===== src/rtl/keypad_scanner.sv =====
// 4x4 keypad scanner: row synchronizer, column scan, scan-level debounce.
// Key-change event slot is built only when KEYPAD_SCANNER_EVENT_EN is defined.
module keypad_scanner #(
  parameter int SCAN_DIV       = 25000,
  parameter int DEBOUNCE_SCANS = 4
) (
  input  logic        CLK_25MHZ,
  input  logic        RESET,
  input  logic [3:0]  ROWS,
  output logic [3:0]  COLS,
  output logic [15:0] KEYS,
  output logic        EVENT_VALID,
  input  logic        EVENT_READY,
  output logic [3:0]  EVENT_CODE,
  output logic        EVENT_PRESSED
);

  localparam logic [15:0] DIV_LAST  = 16'(SCAN_DIV - 1);
  localparam logic [3:0]  MATCH_MAX = 4'(DEBOUNCE_SCANS);

  logic [3:0]  rows_meta;
  logic [3:0]  rows_sync;
  logic [15:0] div;
  logic [1:0]  col;
  logic [15:0] raw;
  logic [15:0] prev;
  logic [3:0]  match;
  logic        load_keys;

  logic        tick;
  logic        scan_done;
  logic [15:0] raw_next;
  logic [3:0]  match_next;

  assign tick      = (div == DIV_LAST);
  assign scan_done = tick && (col == 2'd3);
  assign COLS      = ~(4'b0001 << col);

  always_comb begin
    raw_next = raw;
    raw_next[{col, 2'b00} +: 4] = ~rows_sync;
  end

  always_comb begin
    match_next = 4'd1;
    if (raw_next == prev) begin
      match_next = (match >= MATCH_MAX) ? MATCH_MAX
                                        : match + 4'd1;
    end
  end

  always_ff @(posedge CLK_25MHZ or negedge RESET) begin
    if (!RESET) begin
      rows_meta <= 4'b1111;
      rows_sync <= 4'b1111;
    end else begin
      rows_meta <= ROWS;
      rows_sync <= rows_meta;
    end
  end

  always_ff @(posedge CLK_25MHZ or negedge RESET) begin
    if (!RESET) begin
      div       <= '0;
      col       <= '0;
      raw       <= '0;
      prev      <= '0;
      match     <= '0;
      load_keys <= 1'b0;
      KEYS      <= '0;
    end else begin
      load_keys <= scan_done && (match_next == MATCH_MAX);
      if (load_keys) begin
        KEYS <= raw;
      end
      if (tick) begin
        div <= '0;
        col <= col + 2'd1;
        raw <= raw_next;
        if (col == 2'd3) begin
          prev  <= raw_next;
          match <= match_next;
        end
      end else begin
        div <= div + 16'd1;
      end
    end
  end

`ifdef KEYPAD_SCANNER_EVENT_EN
  logic [15:0] pending;
  logic [15:0] pending_next;
  logic [15:0] changes;
  logic [15:0] pick_mask;
  logic [3:0]  pick_idx;
  logic        slot_free;
  logic        slot_load;

  assign changes   = load_keys ? (KEYS ^ raw) : '0;
  assign slot_free = !EVENT_VALID || EVENT_READY;
  assign slot_load = slot_free && (pending != '0);

  // descending walk so the lowest set index wins
  always_comb begin
    pick_idx = '0;
    for (int i = 15; i >= 0; i--) begin
      if (pending[i]) pick_idx = 4'(i);
    end
  end

  assign pick_mask    = slot_load ? (16'd1 << pick_idx) : '0;
  assign pending_next = (pending & ~pick_mask) | changes;

  always_ff @(posedge CLK_25MHZ or negedge RESET) begin
    if (!RESET) begin
      pending       <= '0;
      EVENT_VALID   <= 1'b0;
      EVENT_CODE    <= '0;
      EVENT_PRESSED <= 1'b0;
    end else begin
      pending <= pending_next;
      if (slot_free) begin
        EVENT_VALID <= (pending != '0);
        if (slot_load) begin
          EVENT_CODE    <= pick_idx;
          EVENT_PRESSED <= KEYS[pick_idx];
        end
      end
    end
  end
`else
  logic unused_ready;

  assign unused_ready  = EVENT_READY;
  assign EVENT_VALID   = 1'b0;
  assign EVENT_CODE    = '0;
  assign EVENT_PRESSED = 1'b0;
`endif

endmodule


===== config.mk =====
export PLATFORM = sky130hd
export DESIGN_NAME = keypad_scanner
export DESIGN_NICKNAME = d
export VERILOG_FILES = /design/src/rtl/keypad_scanner.sv
export SDC_FILE = /design/constraint.sdc
export NUM_CORES = 1
export LEC_CHECK = 0
export ABC_AREA = 1
export CORE_MARGIN = 10
export CORE_UTILIZATION = 45
export CTS_CLUSTER_DIAMETER = 80
export DETAILED_ROUTE_END_ITERATION = 12
export PLACE_DENSITY = 0.76
export SYNTH_ARGS = -nofsm -noshare
export SYNTH_HDL_FRONTEND = slang
export SYNTH_SLANG_ARGS = --single-unit

===== constraint.sdc =====
create_clock -name CLK_25MHZ -period 2.5 [get_ports CLK_25MHZ]
set_input_delay 0.5 -clock CLK_25MHZ [delete_from_list [all_inputs] [get_ports CLK_25MHZ]]
set_output_delay 0.5 -clock CLK_25MHZ [all_outputs]
set_load 0.03 [all_outputs]

After elaboration in Yosys (flattened, before gate mapping)
Index checks and enable logic that the tools add are counted.

storage, ports and cells
  logic and storage cells = 30
  memory bits (read-only) = 0
  bits in latches = 0
  memories = 0
  bits of input ports = 7
  RAM bits = 0
  register bits = 79

operators by class
  multipliers = 0
  mux-type cells = 4
  shifts and indexed selects = 3
  bitwise operators = 2
  reductions and logical operators = 3
  add/sub/neg operators = 4
  div/mod/pow operators = 0
  eq/ne operators = 4
  $lt $le $gt $ge = 1

operators by type and width
  operator                count
  $add 16x1->16 const B   1
  $bwmux 16               1
  $eq 16x15->1 const B    1
  $eq 16x16->1            1
  $mux 16                 1
  $shift 4x6->16 const A  1
  $shiftx 4x6->16         1
  $mux 4                  2
  $not 4->4               2
  $neg 4->6               1
  $add 4x1->4 const B     1
  $eq 4x3->1 const B      1
  $ge 4x3->1 const B      1
  $shl 1x2->4 const A     1
  $add 2x1->2 const B     1
  $eq 2x2->1 const B      1
  $logic_and 1x1->1       2
  $reduce_and 2->1        1

Logic depth before layout (Yosys ltp)
Gate-level depths: netlist of the first run.

  depth after elaboration = 7
  gate-level depth with buffers = 15
  depth with buffers taken out = 15

Least setup slack after synthesis of the first run
OpenSTA, ideal clock, no wires.

  path type = register to register
  start point = register col[0]
  end point = register match[0]
  stages on the path, launching flop included = 14
  required time = 2383 ps
  path buffers = 0
  arrival time = 1882 ps
  path slack = 501 ps
  clock period less this slack = 1999 ps
  path through = dfrtp_1 -> inv_2 -> ha_1 -> clkinv_1 -> nor2_1 -> nand2_2 -> nand3_1 -> nand2_1 -> nor2_1 -> nand2_1 -> nor2_4 -> nand3_1 -> nand2_1 -> nand2_1

between the ends
  longest elaborated chain between the ends = 5

RTL lines
  item                                               RTL line  RTL
  from (decl)                                        24        logic [1:0] col;
  from (signal assigned)                             78        col <= col + 2'd1;
  $neg 4->6                                          41        raw_next[{col, 2'b00} +: 4] = ~rows_sync;
  $shiftx 4x6->16 or $shift 4x6->16 (tied branches)  41
  $bwmux 16                                          41
  $eq 16x16->1                                       46        if (raw_next == prev) begin
  $mux 4                                             46
  to (signal assigned)                               82        match <= match_next;
  to (decl)                                          27        logic [3:0] match;

Several ways; a longest one is shown, not always the timed one.
A chain may end at the register's enable or synchronous reset.

Worst setup path in the final report of the first run
  start point = register col[0]
  end point = output COLS[2]

between the ends
  longest elaborated chain between the ends = 2

RTL lines
  item         RTL line  RTL
  $shl 1x2->4  37        assign COLS = ~(4'b0001 << col);
  $not 4->4    37
  to (decl)    10        output logic [3:0] COLS,

No other way between the ends.

==> flow_summary.toml, run 1 <==
[run_status]
status = "finished, final reports clean"

[logic_synthesis]
async_flop_share_pct = 100
ys_seq_elements = 79
synth-main-ff-cell = "dfrtp_1"
ys_types = 30
netlist_top_cells_area = "dfrtp_1 (46%), nand2_1 (16%), dfstp_2 (5.5%), inv_1 (4.7%), mux2_2 (4.4%)"
yosysSeqAreaShare_pct = 51.7
synth_top_cell_by_area = "dfrtp_1"
yosysTopAreaCellShare_pct = 46.2
synth.avg_cell_area_um2 = 8.34
synth_xor_area_share_pct = 1.14
synthAdderAreaFrac_pct = 2.28
syn_inst = 461
syn_area_um2 = 3850
synthMuxAreaShare_pct = 4.39
synth_top_family_by_area = "simple AND/OR/NAND/NOR gates"
synth-simple-area-share_pct = 28.8
synth_edf_count = 0
synth_compound_area_share_pct = 4.23
yosysWarningCount = 0

[die]
die_w_um = 112
io_pins = 33
dieArea_um2 = 12600
die_h_um = 112
coreArea_um2 = 8260
row_count = 33
initial_core_util_pct = 46.6

[clock_tree]
cts_buffers = 9
clkLatencyLatePin_ns = 0.36
clk_path_buf_depth = 2
cts.clk_slew.worst_paths_ns = 0.08
cts_hold_repair.buffers = 0
cts_sinks = 79
cts_root_buf = "clkbuf_8"
htreeDepth = 3
tritoncts = "done"

[global_routing]
grt_usage_pct = 12.5
first_global_vias = 3011
grt_max_degree = 74
grt_pass1_wl_um = 13300
grt_overflow = 0
grt_antenna_before_repair = 0

[critical_path]
required_ns = 2.00
crit_path_top_delay_cell = "clkdlybuf4s50_1"
path_class = "flop to output port"
cp.arrival_ns = 1.86
r2r_setup_slack_ns = 0.27
endpoint = "COLS[2]"
r2r-end = "match[1]"
crit_start = "col[0]"
worstPathCellList = "inv_2 > ha_1 > clkinv_1 > clkdlybuf4s50_1"
crit_fanout = 8
start_kind = "flop"
timing.rr.start = "col[0]"
rr_worst_depth = 13
cp_slowest_stage_delay_ns = 0.67
endpoint_kind = "output port"

[placed_design]
place_hpwl_um = 5630
dp.cells = 587
routabilityCongestion = 0.868
port-buffer-count = 25

[drt]
drt-initial-drc-count = 118
avgRoutedWirePerCell_um = 12.9
first_pass_iters = 4
ant_nets = 0
vias = 2939
drt-total-wl_um = 7760
via_per_inst = 4.87
drc = 0

[cells_and_area]
drive_gt1_share_pct = 14.7
final_common_cell = "nand2_1"
syn_to_final_growth_pct = 14.6
layout_common_cells = "nand2_1 (162), dfrtp_1 (70), inv_1 (48)"
nets = 507
diodes = 0
finalNonFillerCells = 603
n_fill_cell = 754

[sta]
rsz0062_at_grt = "false"
fin_crit_sh_pct = 94.2
final_max_slew_viol_count = 0
finalSetupTns_ns = 0
slew_headroom_pct = 39.2
tightest_slew_ns = 0.912
fin_skew_ns = 0.0128
max_freq_mhz = 425
whs_ns = 0.261
setup_violations = 0
hold_viol_final = 0
fin_crit_ns = 2.36

[power_and_ir_drop]
ir_drop_v = 0.000288
p_leak_nw = 2.24
total_power_mw = 2.32
p_per_area_nw_per_um2 = 526

[run]
cap_violations = 0

[worst_hold_path]
hp-class = "primary input to asynchronous set/reset pin"
## flip-flops by register name, indices dropped and copies added (netlist names)
signal / count
col: 2
div: 16
raw: 16
KEYS: 16
match: 4
rows_meta: 4
load_keys: 1
rows_sync: 4
prev: 16
## critical path: cells and delay by family (launching register included)
kind | cells | cell delay, ns
buffers and inverters | 3 | 0.84
DFF | 1 | 0.43
adders and majority gates | 1 | 0.22
## where the power goes
part           internal [mW]  switching (mW)  total (mW)
sequential              1.29         0.00209        1.29
clock                  0.487           0.473       0.960
combinational         0.0154          0.0507      0.0661
total                   1.79           0.526        2.32
## routing by layer
metal	share of wire (%)	global-route usage (%)	wire length, µm
met1	44	14.4	3400
met2	49	20.5	3790
met5	0	0	0
met4	1.5	5.41	119
met3	5.7	4.74	443
## cell families (layout without fill, tap and decap cells)
group,Yosys count,count (layout)
AO/OA/AOI/OAI,32,32
XOR/XNOR,5,5
adder cells (fa/ha/maj),7,7
buffers and inverters,69,101
flip-flops,79,79
multiplexers,15,15
other,1,6
AND/OR/NAND/NOR,253,253
## how the worst min path moves through the flow
stage                      start            to  slack, ns  depth (start not counted)
floorplan                  RESET       KEYS[0]       0.20                          0
global route               RESET        div[9]       0.34                          1
CTS                        RESET        div[7]       0.30                          1
finish                     RESET        div[7]       0.26                          1
detailed placement  rows_meta[1]  rows_sync[1]       0.35                          0
global placement    rows_meta[3]  rows_sync[3]       0.35                          0
## area by class of cell
cell class	count	area (µm²)	share of cell area, %
flip-flops and latches	79	1990	45.1
well taps	105	131	2.98
repair buffers	30	289	6.56
multi-input cells	318	1590	36.2
inverters	55	206	4.68
clock inverters	5	57.6	1.31
clock buffers	11	141	3.21
## repair_timing
item	in CTS	in global routing
setup buffers	0	0
endpoints found under the setup margin	1	7
resized for setup	1	3
## synthesized netlist by cell type (5+ instances only)
| cell | n |
|---|---|
| a21oi_1 | 7 |
| buf_4 | 6 |
| clkbuf_1 | 6 |
| dfrtp_1 | 71 |
| dfstp_2 | 8 |
| ha_1 | 7 |
| inv_1 | 48 |
| inv_2 | 6 |
| mux2_2 | 15 |
| nand2_1 | 162 |
| nand2_2 | 6 |
| nand3_1 | 22 |
| nand4_1 | 7 |
| nor2_1 | 32 |
| nor2_2 | 5 |
| nor2_4 | 5 |
| o21ai_0 | 22 |
| xor2_1 | 5 |
## stage by stage
| step | util, % | area [µm²] | setup slack [ns] |
|---|---|---|---|
| after detailed placement | 50.9 | 4200 | 0.205 |
| final | 53.4 | 4410 | 0.144 |
| after global placement | 50.9 | 4200 | 0.257 |
| after CTS | 53.3 | 4400 | 0.0131 |
| after global routing | 53.4 | 4410 | 0.0127 |
| after floorplan | - | 3860 | 0.501 |
(Power assumes the default switching activity.)
==> run 2, diff against run 1 <==
--- a/config.mk
+++ b/config.mk
@@ -6,6 +6,7 @@
 export NUM_CORES = 1
 export LEC_CHECK = 0
 export ABC_AREA = 1
+export CORE_ASPECT_RATIO = 1.4
 export CORE_MARGIN = 10
 export CORE_UTILIZATION = 45
 export CTS_CLUSTER_DIAMETER = 80
==> run 2 against run 1 <==
Sequential cell count stayed put. Register-to-register slack worse by 0.03 ns. Clock power is 49% higher. Sequential power hardly changed. Setup slack worse by 0.052 ns. Non-clock buffer count is 2 higher. Final area is 3.6% higher. Critical path type unchanged.
==> flow_summary.toml, run 2 (synthesis results as in run 1) <==
[die]
die_h_um = 129
io_pins = 33
initial_core_util_pct = 46.6
row_count = 39
coreArea_um2 = 8250
die_w_um = 98.1
dieArea_um2 = 12700

[placed_design]
routabilityCongestion = 0.945
place_hpwl_um = 5740
port-buffer-count = 25
dpl-instance-area_um2 = 4230

[cells_and_area]
layout_common_cells = "nand2_1 (162), dfrtp_1 (70), inv_1 (48)"
syn_to_final_growth_pct = 18.7
design_area_um2 = 4570
final_common_cell = "nand2_1"
nets = 509
drive_gt1_share_pct = 15.2
diodes = 0

[drt]
drt-total-wl_um = 7770
drt-initial-drc-count = 193
drc = 0
via_per_inst = 4.90
vias = 2948
first_pass_iters = 4
ant_nets = 0
avgRoutedWirePerCell_um = 12.9

[clock_tree]
clk_path_buf_depth = 2
cts_root_buf = "clkbuf_16"
htreeDepth = 3
cts_buffers = 9
tritoncts = "done"
cts_sinks = 79
cts_resized = 1
cts.clk_slew.worst_paths_ns = 0.06
clkLatencyLatePin_ns = 0.33
cts_hold_repair.buffers = 0
cts_setup_buffers = 0

[critical_path]
path_class = "flop to output port"
cp_slowest_stage_delay_ns = 0.71
crit_buf_inv = 2
r2r-end = "load_keys"
endpoint_kind = "output port"
cp.arrival_ns = 1.91
crit_family = "buffers and inverters"
start_kind = "flop"
rr_worst_depth = 13
worstPathCellList = "ha_1 > inv_2 > clkdlybuf4s50_1"
crit_path_top_delay_cell = "clkdlybuf4s50_1"
required_ns = 2.00
timing.rr.start = "col[0]"
crit_fanout = 7
r2r_setup_slack_ns = 0.24

[worst_hold_path]
hp-class = "primary input to asynchronous set/reset pin"

[power_and_ir_drop]
p_leak_nw = 2.33
p_per_area_nw_per_um2 = 612
ir_drop_v = 0.000412

[sta]
rsz0062_at_grt = "false"
fin_skew_ns = 0.00871
slew_headroom_pct = 51.8
fin_crit_ns = 2.41
tightest_slew_ns = 0.723
final_max_slew_viol_count = 0
setup_violations = 0
fin_crit_sh_pct = 96.3
finalSetupTns_ns = 0
hold_viol_final = 0
max_freq_mhz = 415

[global_routing]
grt_max_degree = 46
first_global_vias = 3023
grt_overflow = 0
grt_pass1_wl_um = 13600
grt_antenna_before_repair = 0
grt_usage_pct = 13.0

[run]
cap_violations = 0

[run_status]
status = "finished, final reports clean"
[run 2: cell types whose count changed in the layout (fill, tap and decap cells not counted), sizes merged]
| cell | before | now |
|---|---|---|
| bufinv | 1 | 2 |
| clkinvlp | 3 | 0 |
| clkdlybuf4s50 | 21 | 23 |
| dlymetal6s2s | 2 | 0 |
| clkbuf | 11 | 13 |
| buf | 6 | 8 |
[run 2: how the worst max path moves through the flow]
stage	cells past startpoint	startpoint	slack [ns]	to
global route	3	col[0]	0.03	COLS[3]
global placement	13	col[0]	0.26	load_keys
detailed placement	13	col[0]	0.19	load_keys
floorplan	13	col[0]	0.50	match[0]
finish	3	col[0]	0.09	COLS[3]
CTS	3	col[0]	0.04	COLS[3]
[run 2: routing by layer]
layer | vias up | wire length, µm | global-route usage, %
met4 | 0 | 194 | 7.19
met2 | 63 | 3880 | 22.0
met5 | - | 0 | 0
met3 | 18 | 367 | 3.62
met1 | 1367 | 3330 | 14.4
li1 | 1500 | - | -
[run 2: power breakdown]
group | switching, mW | internal [mW] | leakage (nW)
Sequential | 0.00218 | 1.29 | 1.06
Combinational | 0.0514 | 0.0166 | 1.11
Clock | 0.481 | 0.954 | 0.166
[run 2: worst register-to-register path: cells and delay by family, from the launching register on]
kind,cells,cell delay (ns)
fa+ha+maj,1,0.31
flops,1,0.46
buf+inv,2,0.25
simple gates,10,1.18
[run 2: final cells by class]
| class | count | area [µm²] |
|---|---|---|
| Clock inverter | 3 | 65.1 |
| Inverter | 55 | 206 |
| Clock buffer | 13 | 270 |
| Sequential cell | 79 | 1990 |
| Timing Repair Buffer | 32 | 312 |
| Tap cell | 102 | 128 |
| Fill cell | 725 | 3680 |
| Multi-Input combinational cell | 318 | 1600 |
[run 2: through the flow]
stage                     total power [mW]  hold WS [ns]  std cells  util (%)  setup WS [ns]
after detailed placement              1.39         0.347        586      51.3          0.191
after global placement                1.38         0.346        586      51.3          0.263
after floorplan                       1.35         0.204        466         -          0.501
after CTS                             2.82         0.138        602      55.3         0.0385
after global routing                  2.88         0.147        602      55.4         0.0259
final                                 2.80         0.119        602      55.4         0.0923
